`src/rtl/can_frame_decoder.sv`:
```
// Destuffed CAN 2.0A/2.0B bitstream to frame fields; CRC-15 check built only with CAN_RX_CRC_CHECK_EN.
// Results and pulses appear one cycle after the sample_point of the deciding bit; no backpressure, every strobe consumes a bit.
module can_frame_decoder #(
    parameter int MAX_BYTES = 8,
    parameter int EOF_BITS  = 7
) (
    input  logic                   clk,
    input  logic                   rst,
    input  logic                   sampled_bit,
    input  logic                   sample_point,
    output logic [28:0]            rx_id,
    output logic                   rx_ide,
    output logic                   rx_rtr,
    output logic [3:0]             rx_dlc,
    output logic [MAX_BYTES*8-1:0] rx_data,
    output logic [14:0]            rx_crc,
    output logic                   rx_crc_err,
    output logic                   rx_form_err,
    output logic                   rx_done,
    output logic                   rx_busy
);

    localparam int DW = MAX_BYTES * 8;
    localparam logic [7:0] EOF_LAST = 8'(EOF_BITS - 1);

    localparam logic [3:0] S_IDLE    = 4'd0;
    localparam logic [3:0] S_ID_A    = 4'd1;
    localparam logic [3:0] S_BIT_A   = 4'd2;
    localparam logic [3:0] S_IDE     = 4'd3;
    localparam logic [3:0] S_ID_B    = 4'd4;
    localparam logic [3:0] S_RTR_X   = 4'd5;
    localparam logic [3:0] S_R1      = 4'd6;
    localparam logic [3:0] S_R0      = 4'd7;
    localparam logic [3:0] S_DLC     = 4'd8;
    localparam logic [3:0] S_DATA    = 4'd9;
    localparam logic [3:0] S_CRC     = 4'd10;
    localparam logic [3:0] S_CRC_DEL = 4'd11;
    localparam logic [3:0] S_ACK     = 4'd12;
    localparam logic [3:0] S_ACK_DEL = 4'd13;
    localparam logic [3:0] S_EOF     = 4'd14;
    localparam logic [3:0] S_RECOVER = 4'd15;

    logic [3:0]    state_q, state_d;
    logic [7:0]    cnt_q, cnt_d;
    logic [28:0]   id_q, id_d;
    logic          bit_a_q, bit_a_d;
    logic          ide_q, ide_d;
    logic          rtr_q, rtr_d;
    logic [3:0]    dlc_q, dlc_d;
    logic [3:0]    nbytes_q, nbytes_d;
    logic [DW-1:0] data_q, data_d;
    logic [14:0]   crc_rx_q, crc_rx_d;

    logic [28:0]   rx_id_q, rx_id_d;
    logic          rx_ide_q, rx_ide_d;
    logic          rx_rtr_q, rx_rtr_d;
    logic [3:0]    rx_dlc_q, rx_dlc_d;
    logic [DW-1:0] rx_data_q, rx_data_d;
    logic [14:0]   rx_crc_q, rx_crc_d;
    logic          rx_crc_err_q, rx_crc_err_d;
    logic          rx_form_err_q, rx_form_err_d;
    logic          rx_done_q, rx_done_d;
    logic          rx_busy_q, rx_busy_d;

    logic          crc_en, crc_clr, crc_cmp, form_hit;
    logic          frame_crc_err;
    logic [5:0]    data_bit_pos;
    logic          data_last;

    // First received bit of each byte lands in its MSB; bytes beyond MAX_BYTES shift out of range.
    assign data_bit_pos = {cnt_q[5:3], ~cnt_q[2:0]};
    assign data_last    = (cnt_q + 8'd1) == {1'b0, nbytes_q, 3'b000};

    always_comb begin
        state_d       = state_q;
        cnt_d         = cnt_q;
        id_d          = id_q;
        bit_a_d       = bit_a_q;
        ide_d         = ide_q;
        rtr_d         = rtr_q;
        dlc_d         = dlc_q;
        nbytes_d      = nbytes_q;
        data_d        = data_q;
        crc_rx_d      = crc_rx_q;
        rx_id_d       = rx_id_q;
        rx_ide_d      = rx_ide_q;
        rx_rtr_d      = rx_rtr_q;
        rx_dlc_d      = rx_dlc_q;
        rx_data_d     = rx_data_q;
        rx_crc_d      = rx_crc_q;
        rx_crc_err_d  = rx_crc_err_q;
        rx_form_err_d = 1'b0;
        rx_done_d     = 1'b0;
        rx_busy_d     = rx_busy_q;
        crc_en        = 1'b0;
        crc_clr       = 1'b0;
        crc_cmp       = 1'b0;
        form_hit      = 1'b0;

        if (sample_point) begin
            case (state_q)
                S_IDLE: begin
                    if (!sampled_bit) begin
                        state_d   = S_ID_A;
                        cnt_d     = '0;
                        id_d      = '0;
                        bit_a_d   = 1'b0;
                        ide_d     = 1'b0;
                        rtr_d     = 1'b0;
                        dlc_d     = '0;
                        nbytes_d  = '0;
                        data_d    = '0;
                        crc_rx_d  = '0;
                        crc_clr   = 1'b1;
                        rx_busy_d = 1'b1;
                    end
                end
                S_ID_A: begin
                    crc_en = 1'b1;
                    id_d   = {id_q[27:0], sampled_bit};
                    if (cnt_q == 8'd10) begin
                        state_d = S_BIT_A;
                        cnt_d   = '0;
                    end else begin
                        cnt_d = cnt_q + 8'd1;
                    end
                end
                S_BIT_A: begin
                    crc_en  = 1'b1;
                    bit_a_d = sampled_bit;
                    state_d = S_IDE;
                end
                S_IDE: begin
                    crc_en = 1'b1;
                    ide_d  = sampled_bit;
                    if (!sampled_bit) begin
                        rtr_d   = bit_a_q;
                        state_d = S_R0;
                    end else begin
                        state_d = S_ID_B;
                    end
                end
                S_ID_B: begin
                    crc_en = 1'b1;
                    id_d   = {id_q[27:0], sampled_bit};
                    if (cnt_q == 8'd17) begin
                        state_d = S_RTR_X;
                        cnt_d   = '0;
                    end else begin
                        cnt_d = cnt_q + 8'd1;
                    end
                end
                S_RTR_X: begin
                    crc_en  = 1'b1;
                    rtr_d   = sampled_bit;
                    state_d = S_R1;
                end
                S_R1: begin
                    crc_en  = 1'b1;
                    state_d = S_R0;
                end
                S_R0: begin
                    crc_en  = 1'b1;
                    state_d = S_DLC;
                end
                S_DLC: begin
                    crc_en = 1'b1;
                    dlc_d  = {dlc_q[2:0], sampled_bit};
                    if (cnt_q == 8'd3) begin
                        cnt_d = '0;
                        if (rtr_q) begin
                            nbytes_d = 4'd0;
                        end else if (dlc_d > 4'd8) begin
                            nbytes_d = 4'd8;
                        end else begin
                            nbytes_d = dlc_d;
                        end
                        state_d = (nbytes_d == 4'd0) ? S_CRC : S_DATA;
                    end else begin
                        cnt_d = cnt_q + 8'd1;
                    end
                end
                S_DATA: begin
                    crc_en = 1'b1;
                    data_d = data_q | (DW'(sampled_bit) << data_bit_pos);
                    if (data_last) begin
                        state_d = S_CRC;
                        cnt_d   = '0;
                    end else begin
                        cnt_d = cnt_q + 8'd1;
                    end
                end
                S_CRC: begin
                    crc_rx_d = {crc_rx_q[13:0], sampled_bit};
                    if (cnt_q == 8'd14) begin
                        state_d = S_CRC_DEL;
                        cnt_d   = '0;
                    end else begin
                        cnt_d = cnt_q + 8'd1;
                    end
                end
                S_CRC_DEL: begin
                    if (!sampled_bit) begin
                        form_hit = 1'b1;
                    end else begin
                        crc_cmp = 1'b1;
                        state_d = S_ACK;
                    end
                end
                S_ACK: begin
                    state_d = S_ACK_DEL;
                end
                S_ACK_DEL: begin
                    if (!sampled_bit) begin
                        form_hit = 1'b1;
                    end else begin
                        state_d = S_EOF;
                        cnt_d   = '0;
                    end
                end
                S_EOF: begin
                    if (!sampled_bit) begin
                        form_hit = 1'b1;
                    end else if (cnt_q == EOF_LAST) begin
                        state_d      = S_IDLE;
                        cnt_d        = '0;
                        rx_id_d      = id_q;
                        rx_ide_d     = ide_q;
                        rx_rtr_d     = rtr_q;
                        rx_dlc_d     = dlc_q;
                        rx_data_d    = data_q;
                        rx_crc_d     = crc_rx_q;
                        rx_crc_err_d = frame_crc_err;
                        rx_done_d    = 1'b1;
                        rx_busy_d    = 1'b0;
                    end else begin
                        cnt_d = cnt_q + 8'd1;
                    end
                end
                S_RECOVER: begin
                    if (!sampled_bit) begin
                        cnt_d = '0;
                    end else if (cnt_q == EOF_LAST) begin
                        state_d = S_IDLE;
                        cnt_d   = '0;
                    end else begin
                        cnt_d = cnt_q + 8'd1;
                    end
                end
                default: begin
                    state_d = S_IDLE;
                    cnt_d   = '0;
                end
            endcase

            // Output field registers are deliberately untouched so the previous frame stays visible.
            if (form_hit) begin
                state_d       = S_RECOVER;
                cnt_d         = '0;
                rx_form_err_d = 1'b1;
                rx_busy_d     = 1'b0;
            end
        end
    end

    always_ff @(posedge clk) begin
        if (rst) begin
            state_q       <= S_IDLE;
            cnt_q         <= '0;
            id_q          <= '0;
            bit_a_q       <= 1'b0;
            ide_q         <= 1'b0;
            rtr_q         <= 1'b0;
            dlc_q         <= '0;
            nbytes_q      <= '0;
            data_q        <= '0;
            crc_rx_q      <= '0;
            rx_id_q       <= '0;
            rx_ide_q      <= 1'b0;
            rx_rtr_q      <= 1'b0;
            rx_dlc_q      <= '0;
            rx_data_q     <= '0;
            rx_crc_q      <= '0;
            rx_crc_err_q  <= 1'b0;
            rx_form_err_q <= 1'b0;
            rx_done_q     <= 1'b0;
            rx_busy_q     <= 1'b0;
        end else begin
            state_q       <= state_d;
            cnt_q         <= cnt_d;
            id_q          <= id_d;
            bit_a_q       <= bit_a_d;
            ide_q         <= ide_d;
            rtr_q         <= rtr_d;
            dlc_q         <= dlc_d;
            nbytes_q      <= nbytes_d;
            data_q        <= data_d;
            crc_rx_q      <= crc_rx_d;
            rx_id_q       <= rx_id_d;
            rx_ide_q      <= rx_ide_d;
            rx_rtr_q      <= rx_rtr_d;
            rx_dlc_q      <= rx_dlc_d;
            rx_data_q     <= rx_data_d;
            rx_crc_q      <= rx_crc_d;
            rx_crc_err_q  <= rx_crc_err_d;
            rx_form_err_q <= rx_form_err_d;
            rx_done_q     <= rx_done_d;
            rx_busy_q     <= rx_busy_d;
        end
    end

`ifdef CAN_RX_CRC_CHECK_EN
    logic [14:0] crc_calc_q, crc_calc_d;
    logic        crc_err_q, crc_err_d;
    logic        crc_fb;

    // SOF is dominant, so clearing to zero on SOF is the same as shifting it in.
    always_comb begin
        crc_calc_d = crc_calc_q;
        crc_err_d  = crc_err_q;
        crc_fb     = sampled_bit ^ crc_calc_q[14];
        if (crc_clr) begin
            crc_calc_d = '0;
            crc_err_d  = 1'b0;
        end else if (crc_en) begin
            crc_calc_d = {crc_calc_q[13:0], 1'b0} ^ (crc_fb ? 15'h4599 : 15'h0000);
        end
        if (crc_cmp) begin
            crc_err_d = (crc_calc_q != crc_rx_q);
        end
    end

    always_ff @(posedge clk) begin
        if (rst) begin
            crc_calc_q <= '0;
            crc_err_q  <= 1'b0;
        end else begin
            crc_calc_q <= crc_calc_d;
            crc_err_q  <= crc_err_d;
        end
    end

    assign frame_crc_err = crc_err_q;
`else
    logic crc_unused;
    assign crc_unused    = ^{crc_en, crc_clr, crc_cmp};
    assign frame_crc_err = 1'b0;
`endif

    assign rx_id       = rx_id_q;
    assign rx_ide      = rx_ide_q;
    assign rx_rtr      = rx_rtr_q;
    assign rx_dlc      = rx_dlc_q;
    assign rx_data     = rx_data_q;
    assign rx_crc      = rx_crc_q;
    assign rx_crc_err  = rx_crc_err_q;
    assign rx_form_err = rx_form_err_q;
    assign rx_done     = rx_done_q;
    assign rx_busy     = rx_busy_q;

endmodule

```
`config.mk`:
```
export PLATFORM = sky130hd
export DESIGN_NAME = can_frame_decoder
export DESIGN_NICKNAME = d
export VERILOG_FILES = /design/src/rtl/can_frame_decoder.sv
export SDC_FILE = /design/constraint.sdc
export NUM_CORES = 1
export LEC_CHECK = 0
export BUFFER_PORTS_ARGS = -buffer_cell sky130_fd_sc_hd__buf_2
export CORE_AREA = 4 4 120 209
export DETAILED_ROUTE_END_ITERATION = 8
export DIE_AREA = 0 0 124 213
export HOLD_SLACK_MARGIN = 0.1
export PLACE_DENSITY = 0.63
export SLEW_MARGIN = 20
export SYNTH_ARGS = -nofsm -noshare
export SYNTH_HDL_FRONTEND = slang
export SYNTH_SLANG_ARGS = --single-unit
```
`constraint.sdc`:
```
create_clock -name clk -period 2.6 [get_ports clk]
set_clock_uncertainty 0.05 [all_clocks]
set_input_delay 0 -clock clk [delete_from_list [all_inputs] [get_ports clk]]
set_output_delay 0 -clock clk [all_outputs]
set_load 0.05 [all_outputs]
```
# --- Word-level counts from Yosys, hierarchy flattened ---
# Index checks and enable logic that the tools add are counted.
totals:
  ff_bits: 248
  word_cells: 147
op_classes:
  add_sub_neg: 1
  magnitude_cmp: 1
  eq_ne: 36
  shifts: 1
  muxes: 56
  bitwise_logic: 5
  reduce_logical: 28
ops:
  columns: ["operator", "count"]
  rows:
  - ["$pmux 64 s2", 1]
  - ["$mux 8", 11]
  - ["$mux 4", 18]
  - ["$pmux 8 s9", 1]
  - ["$mux 64", 1]
  - ["$or 64x64->64", 1]
  - ["$shl 1x6->64", 1]
  - ["$pmux 4 s15", 1]
  - ["$pmux 29 s2", 1]
  - ["$eq 4x4->1 const B", 8]
  - ["$ne 3x3->1 const B", 10]
  - ["$pmux 15 s2", 1]
  - ["$mux 29", 1]
  - ["$reduce_and 3->1", 6]
  - ["$eq 4x3->1 const B", 4]
  - ["$eq 8x4->1 const B", 2]
  - ["$pmux 4 s2", 2]
  - ["$mux 15", 1]
  - ["$reduce_and 4->1", 3]
  - ["$reduce_bool 2->1", 6]
  - ["$mux 1", 11]
  - ["$reduce_and 11->1", 1]
  - ["$reduce_and 5->1", 2]
  - ["$reduce_bool 10->1", 1]
  - ["20 further kinds", 33]

# --- Longest topological paths before layout ---
# Gate-level depths: netlist of run 1.
depth:
  word_depth: 11
  ltp_mapped: 10
  mapped_depth_nobuf: 8

# --- Least setup slack after synthesis of run 1 ---
# Ideal clock, no wire load.
synth_timing:
  kind: "reg2reg"
  startpoint: "register cnt_q[0]"
  endpoint: "register state_q[0]"
  setup_ps: 91
  t_arrival_ps: 2126
  required_time_ps: 2459
  slack_ps: 333
  stages_incl_launch_ff: 8
  path_buffers: 0
  path_cell_list: "dfxtp_1 -> ha_1 -> and3_1 -> and3_1 -> xnor2_1 -> o41a_1 -> or2_1 -> a311oi_1"
synth_via:
  elab_chain_len: 4
synth_rtl:
  columns: ["element", "line", "source"]
  rows:
  - ["from (decl)", "44", "logic [7:0] cnt_q, cnt_d;"]
  - ["from (signal assigned)", "290", "cnt_q <= cnt_d;"]
  - ["$add 8x1->8", "72", "assign data_last = (cnt_q + 8'd1) == {1'b0, nbytes_q, 3'b000};"]
  - ["$eq 8x7->1", "72", null]
  - ["$ne 3x3->1 (no source line)", null, null]
  - ["$reduce_and 11->1 (no source line) (*)", null, null]
  - ["to (signal assigned)", "289", "state_q <= state_d;"]
  - ["to (decl)", "43", "logic [3:0] state_q, state_d;"]
# Every way passes the cells marked *; elsewhere a longest branch is shown, timed or not.
# A chain may end at the register's enable or synchronous reset.

# --- Worst setup path after layout of run 1 ---
layout_timing:
  startpoint: "register state_q[0]"
  endpoint: "register cnt_q[2]"
layout_via:
  elab_chain_len: 6
layout_rtl:
  columns: ["element", "line", "source"]
  rows:
  - ["$eq 4x4->1, on equally long branches", null, null]
  - ["$reduce_or 3->1 (no source line)", null, null]
  - ["$mux 1", null, null]
  - ["$mux 1", "100", "if (sample_point) begin"]
  - ["$reduce_bool 10->1 (no source line) or $ne 3x3->1 (tied branches)", null, null]
  - ["$reduce_and 5->1 (no source line)", null, null]
# Several ways; a longest one is shown, not always the timed one. The select of a mux whose other input is x is not followed.

==> results of run 1 <==
## state kept, by name, summed over array words and instances (netlist names)
register,count
data_q,64
rx_data,64
id_q,29
rx_id,29
crc_rx_q,15
rx_crc,15
cnt_q,8
dlc_q,4
nbytes_q,4
rx_dlc,4
state_q,4
bit_a_q,1
ide_q,1
rtr_q,1
rx_busy,1
rx_done,1
rx_form_err,1
rx_ide,1
rx_rtr,1
## metrics by stage
step                      utilization (%)  hold slack [ns]
final                               48.15           0.3982
after global placement              44.58           0.3689
after global routing                48.15           0.4185
after floorplan                         -           0.1501
after detailed placement            44.58           0.3681
after CTS                           48.11           0.4007
## timing repair
| item | CTS | global route |
|---|---|---|
| buffers inserted | 1 | 0 |
| pin swaps | 1 | 0 |
| hold endpoints to repair | 39 | 0 |
| hold buffers | 3 | 0 |
| setup endpoints to repair | 52 | 8 |
| gates resized for setup | 4 | 3 |
## critical path, delay by kind of cell, from the launching register on
kind	cells	cell delay, ns
buffers and inverters	1	0.17
and+or+nand+nor	1	0.63
AOI/OAI and AO/OA	4	0.90
DFF	1	0.55
muxes	1	0.16
## cell usage after synthesis, types with 2 or more instances
master / count
xnor2_1: 6
o21ai_0: 12
a22oi_1: 50
a31oi_1: 4
xor2_1: 2
and3_1: 4
a211oi_1: 4
buf_1: 12
inv_1: 13
buf_6: 2
ha_1: 3
nor2_1: 139
o221ai_1: 4
clkbuf_1: 46
o21a_1: 4
nand4_1: 3
buf_2: 19
a21oi_1: 198
and3b_1: 2
nor2_2: 3
o311ai_0: 2
nor4_1: 5
o211ai_1: 2
buf_4: 3
nor2b_1: 4
nand3_1: 13
a211o_1: 3
or2_2: 6
o31ai_1: 3
a311oi_1: 4
nand2b_1: 8
dfxtp_1: 248
nor3_1: 9
o2111ai_1: 2
or3_1: 2
nand2_1: 254
nor3b_2: 2
## per-layer routing
layer	share of wire [%]	GRT usage (%)	wire length [um]	vias up
li1	-	-	-	4052
met1	40	21.91	9993	3772
met2	53	34.12	13180	192
met3	4.6	2.597	1146	48
met4	3.0	6.619	761	0
met5	0	0	0	-
## cells in the final DEF (no fill, tap or decap), types with 11 or more instances in the layout
master	instances
nand2_1	254
dfxtp_1	244
a21oi_1	198
nor2_1	138
buf_2	119
buf_4	52
a22oi_1	50
clkbuf_16	23
inv_1	13
nand3_1	13
o21ai_0	11
## worst max path at each step
stage                                        from                 endpoint  slack, ns
after floorplan             cnt_q[0]$_SDFFE_PP0P_  state_q[0]$_SDFFE_PP0P_       0.33
final                     state_q[0]$_SDFFE_PP0P_    cnt_q[2]$_SDFFE_PP0P_       0.08
after CTS                   cnt_q[0]$_SDFFE_PP0P_  state_q[0]$_SDFFE_PP0P_     0.0008
after detailed placement    cnt_q[0]$_SDFFE_PP0P_    cnt_q[4]$_SDFFE_PP0P_      -0.29
after global placement      cnt_q[0]$_SDFFE_PP0P_    cnt_q[4]$_SDFFE_PP0P_      -0.29
after global routing      state_q[0]$_SDFFE_PP0P_    cnt_q[7]$_SDFFE_PP0P_     -0.003
## logic make-up (layout without fill, tap and decap cells)
logic type | Yosys count | count (layout) | synth area share [%]
and+or+nand+nor | 464 | 464 | 20.96
AOI/OAI and AO/OA | 306 | 306 | 19.60
DFF | 248 | 248 | 53.72
buffers and inverters | 95 | 231 | 4.400
xor gates and xnor gates | 8 | 8 | 0.7582
adders and majority gates | 3 | 3 | 0.4062
other | 1 | 1 | 0.04058
muxes | 1 | 1 | 0.1083
## cell type report
| class | instances | area [sq um] | area share, % |
|---|---|---|---|
| clock buffers | 29 | 638.1 | 5.703 |
| repair buffers | 179 | 1116 | 9.974 |
| flip-flops and latches | 248 | 4970 | 44.41 |
| inverters | 13 | 48.80 | 0.4361 |
| multi-input cells | 783 | 3906 | 34.91 |
| well taps | 304 | 380.4 | 3.399 |
| clock inverters | 10 | 130.1 | 1.163 |
## power breakdown
group          total (W)  leakage [nW]  switching, W  internal (W)
clock            0.00344         0.377       0.00141       0.00203
sequential       0.00395          2.00      0.000106       0.00385
combinational    0.00142          1.93      0.000937      0.000487
==> out/metrics.csv, run 1 <==
stage;metric;value;unit
timing;fin_crit;2.520;ns
worst_setup_path;reg2reg_slack;0.08;ns
layout;num_antenna_cells;0;
pwr;p_total;0.008817;W
drt;first_pass_iters;5;
floorplanning;die_w;124;um
run;drv_cap;0;
worst_setup_path;crit_fanout;11;
synthesis;yosys.area.top_type_share;53.72;%
synthesis;synth_warnings;0;
timing;tns;0;ns
floorplanning;die_h;213;um
pwr;power.density;787.9;nW/um^2
floorplanning;dieArea;26410;sq um
timing;rsz0062_at_grt;yes;
global_routing;grt_pass1_vias;7594;
cts;cts_tree;done;
placed_design;port_buffers;120;
drt;wire_per_inst;16.01;um
timing;slew_violations;0;
worst_setup_path;end_kind;flip-flop;
cts;clock-sinks;248;
floorplanning;io_pins;122;
synthesis;syn_area_per_cell;8.207;sq um
layout;layout.nets;1254;
timing;fin_ws;0.08047;ns
worst_setup_path;critPathMaxStageDelay;0.63;ns
drt;antenna_left;0;
drt;drtIter0Drc;632;
drt;wl;25.08;mm
global_routing;grt_start_max_net_pins;114;
cts;htree_levels;1;
cts;root_buffer;clkbuf_16;
cts;clk_path_buf_depth;3;
hold_path;hp-class;flip-flop to flip-flop;
synthesis;synth_cell_types;63;
worst_setup_path;r2r_end;cnt_q[2]$_SDFFE_PP0P_;
synthesis;async_flop_share;0;%
hold_path;holdPathEnd;rx_data[57]$_SDFFE_PP0P_;
layout;drive_above_1_share;18.94;%
drt;vias;8064;
floorplanning;num_rows;74;
cts;cts_made_buffers;22;
timing;period_share;96.91;%
timing;hold_viol;0;
layout;fin_cells;1566;
synthesis;syn_area;9241;sq um
layout;fillers;2303;
global_routing;antenna_found_initial;0;
synthesis;synth_top_cell_by_area;dfxtp_1;
floorplanning;core_area;23240;sq um
cts;clkSlewWorstSetupHoldPaths;0.07;ns
timing;fmax;396.9;MHz
placed_design;dp_hpwl;17.17;mm
placed_design;dpl.cell_count;1523;
synthesis;synth_edf_count;0;
synthesis;synth_fp_nets;1133;
worst_setup_path;crit_path_top_delay_cell;or4b_2;
worst_setup_path;cp.required;2.99;ns
hold_path;min_path_cells;2;
pwr;leakagePower;4.308;nW
global_routing;grtUsageTotal;18.67;%
global_routing;grt_pass1_wl;39.64;mm
drt;avgViaCountPerCell;5.149;
placed_design;placed_cell_area;10360;sq um
worst_setup_path;start_kind;flip-flop;
placed_design;dp_slack;-0.2906;ns
worst_setup_path;r2r-start;state_q[0]$_SDFFE_PP0P_;
floorplanning;start_util;39.77;%
synthesis;synth_ff_type;dfxtp_1;
synthesis;synth_area_leaders;dfxtp_1 (54%), a21oi_1 (11%), nand2_1 (10%);
pwr;max-vdd-ir-drop;0.4303;mV
worst_setup_path;path_cells;or4b_2, o32ai_1, a211oi_2, buf_4, a311oi_1, a21oi_1, mux2i_1;
hold_path;hold_start;rx_data[57]$_SDFFE_PP0P_;
global_routing;grt_remaining_overflow;0;
layout;area_growth_syn_to_layout;21.08;%
layout;final_cell_area;11190;sq um
placed_design;gp_congestion;0.8830;
status;outcome;finished, final reports clean;
synthesis;synth_cells;1126;
timing;relSlewSlack;34.12;%
worst_setup_path;arrival;2.91;ns
worst_setup_path;worst-r2r-cell-count;7;
timing;worstMarginPinSlew;0.9846;ns
worst_setup_path;critical_path_class;flip-flop to flip-flop;
synthesis;ys_ff_latch;248;
cts;clk_latency;0.51;ns
timing;setup_viol;0;
synthesis;seq_area_frac_synth;53.72;%
drt;drc_errors;0;
Power figures use the tool's default switching activity.
==> inputs of run 2 (changes only) <==
--- a/config.mk
+++ b/config.mk
@@ -6,11 +6,11 @@
 export NUM_CORES = 1
 export LEC_CHECK = 0
 export BUFFER_PORTS_ARGS = -buffer_cell sky130_fd_sc_hd__buf_2
-export CORE_AREA = 4 4 120 209
+export CORE_AREA = 4 4 220 115
 export DETAILED_ROUTE_END_ITERATION = 8
-export DIE_AREA = 0 0 124 213
+export DIE_AREA = 0 0 224 119
 export HOLD_SLACK_MARGIN = 0.1
-export PLACE_DENSITY = 0.63
+export PLACE_DENSITY = 0.61
 export SLEW_MARGIN = 20
 export SYNTH_ARGS = -nofsm -noshare
 export SYNTH_HDL_FRONTEND = slang
==> out/metrics.csv, run 2 (same netlist as run 1, synthesis figures left out) <==
stage;metric;value;unit;change
timing;hold_viol;0;;unchanged
global_routing;grt_pass1_wl;40.54;mm;+2.3%
cts;clkSlewWorstSetupHoldPaths;0.07;ns;about the same
timing;rsz0062_at_grt;no;;
pwr;swShare;28.22;%;+0.36 points
layout;drive_above_1_share;18.44;%;-0.50 points
cts;clk_path_buf_depth;3;;unchanged
global_routing;grtUsageTotal;18.41;%;-0.25 points
layout;final_common_cell;nand2_1;;
placed_design;port_buffers;120;;unchanged
drt;first_pass_iters;5;;unchanged
floorplanning;start_util;39.37;%;-0.39 points
cts;cts_tree;done;;
run;drv_cap;0;;unchanged
cts;clock-sinks;248;;unchanged
timing;period_share;92.98;%;-3.9 points
layout;seqCellArea;4967;sq um;about the same
pwr;cellInternalPower;0.006335;W;-0.39%
cts;root_buffer;clkbuf_16;;
floorplanning;num_rows;40;;-46%
layout;multi_input_area;3897;sq um;-0.22%
global_routing;antenna_found_initial;0;;unchanged
hold_path;hold_start;rx_data[9]$_SDFFE_PP0P_;;
worst_setup_path;arrival;2.75;ns;-0.16 ns
layout;final_cell_area;11150;sq um;-0.34%
pwr;power_frac_seq;44.6;%;-0.2 points
status;outcome;finished, final reports clean;;
pwr;leakagePower;4.276;nW;-0.75%
floorplanning;io_pins;122;;unchanged
worst_setup_path;r2r-start;cnt_q[0]$_SDFFE_PP0P_;;
layout;area_growth_syn_to_layout;20.67;%;
drt;wire_per_inst;16.01;um;about the same
floorplanning;die_w;224;um;+81%
global_routing;grt_pass1_vias;7430;;-2.2%
worst_setup_path;cp.required;2.94;ns;-0.05 ns
pwr;p_sw;0.002491;W;+1.4%
cts;clk_latency;0.52;ns;about the same
cts;htree_levels;1;;unchanged
layout;fillers;2321;;+0.78%
drt;vias;8100;;+0.45%
worst_setup_path;start_kind;flip-flop;;
drt;wl;25.19;mm;+0.44%
floorplanning;dieArea;26660;sq um;+0.92%
hold_path;min_path_cells;2;;unchanged
hold_path;hp-class;flip-flop to flip-flop;;
layout;mostFrequentLayoutCells;nand2_1 (254), dfxtp_1 (246), a21oi_1 (198);;
worst_setup_path;worst-r2r-cell-count;7;;unchanged
timing;setup_viol;0;;unchanged
layout;layout.nets;1249;;-0.40%
placed_design;placed_cell_area;10330;sq um;-0.30%
timing;worstMarginPinSlew;0.7492;ns;-0.2354 ns
pwr;p_clk_share;39.0;%;about the same
placed_design;gp_congestion;0.9113;;+3.2%
worst_setup_path;startpoint;cnt_q[0]$_SDFFE_PP0P_;;
cts;cts_made_buffers;23;;+4.5%
drt;drtIter0Drc;675;;+6.8%
timing;fin_crit;2.417;ns;-0.1021 ns
timing;relSlewSlack;49.67;%;+16 points
worst_setup_path;end_kind;flip-flop;;
worst_setup_path;critical_path_class;flip-flop to flip-flop;;
timing;tns;0;ns;unchanged
drt;drc_errors;0;;unchanged
cts;cts_setup_buffers;0;;-1
floorplanning;core_area;23470;sq um;+1.0%
global_routing;grt_remaining_overflow;0;;unchanged
floorplanning;die_h;119;um;-44%
timing;slew_violations;0;;unchanged
pwr;power.density;791.4;nW/um^2;+0.44%
pwr;p_comb_share;16.4;%;+0.2 points
worst_setup_path;crit_fanout;9;;-2
layout;num_antenna_cells;0;;unchanged
global_routing;grt_start_max_net_pins;136;;+19%
timing;fmax;413.7;MHz;+4.2%
placed_design;dp_hpwl;17.05;mm;-0.70%
drt;antenna_left;0;;unchanged
drt;avgViaCountPerCell;5.149;;about the same
pwr;max-vdd-ir-drop;0.2991;mV;-30%
==> run 2: worst paths after layout <==
kind                                   to  slack, ns
setup reg to reg  state_q[0]$_SDFFE_PP0P_       0.18
hold / removal    rx_data[9]$_SDFFE_PP0P_       0.40
hold reg to reg   rx_data[9]$_SDFFE_PP0P_       0.40
setup / recovery  state_q[0]$_SDFFE_PP0P_       0.18
==> run 2: metrics by stage <==
| stage | utilization (%) | setup slack (ns) | cells | hold slack, ns | power [W] |
|---|---|---|---|---|---|
| 6_report | 47.51 | 0.1826 | 1573 | 0.3960 | 0.008826 |
| 5_1_grt | 47.51 | 0.006844 | 1573 | 0.4009 | 0.009245 |
| 4_1_cts | 47.46 | 0.08171 | 1573 | 0.3735 | 0.008897 |
| 3_5_place_dp | 44.00 | 0.1030 | 1528 | 0.3599 | 0.005425 |
| 3_3_place_gp | 44.00 | 0.1377 | 1528 | 0.3631 | 0.005432 |
| 2_1_floorplan | - | 0.3326 | 1126 | 0.1501 | 0.004939 |
==> run 2: layer usage <==
layer | up-vias | part of all wire, % | track usage [%]
li1 | 4051 | - | -
met4 | 0 | 1.3 | 2.655
met3 | 34 | 7.2 | 4.680
met5 | - | 0 | 0
met2 | 197 | 37 | 23.33
met1 | 3818 | 55 | 30.80
==> run 2: area by class of cell <==
type | instances | area share (%)
multi-input combinational | 783 | 34.95
tap | 315 | 3.534
timing repair buffer | 173 | 9.626
clock inverter | 9 | 0.9088
inverter | 13 | 0.4376
sequential | 248 | 44.54
clock buffer | 32 | 6.002
==> run 2: power by group through the flow <==
stage / Sequential, W / Clock [W] / Combinational (W)
CTS: 0.00393 / 0.00355 / 0.00142
floorplan: 0.00398 / 0 / 0.000957
global placement: 0.00402 / 0 / 0.00142
finish: 0.00394 / 0.00344 / 0.00144
detailed placement: 0.00402 / 0 / 0.00141
global route: 0.00394 / 0.00371 / 0.00160
==> run 2: critical path, cell delays in order, from the launching register on <==
cell and delay [ns]:
dfxtp_1 0.41, ha_2 0.26, and3_1 0.20, and3_1 0.22, xnor2_1 0.08, o41a_1 0.53, o41ai_1 0.44, a311oi_1 0.09
==> run 2: what timing repair did <==
item	4_1_cts	5_1_grt
gates resized for setup	0	3
hold endpoints to repair	48	0
hold buffers	4	0
endpoints found under the setup margin	0	5
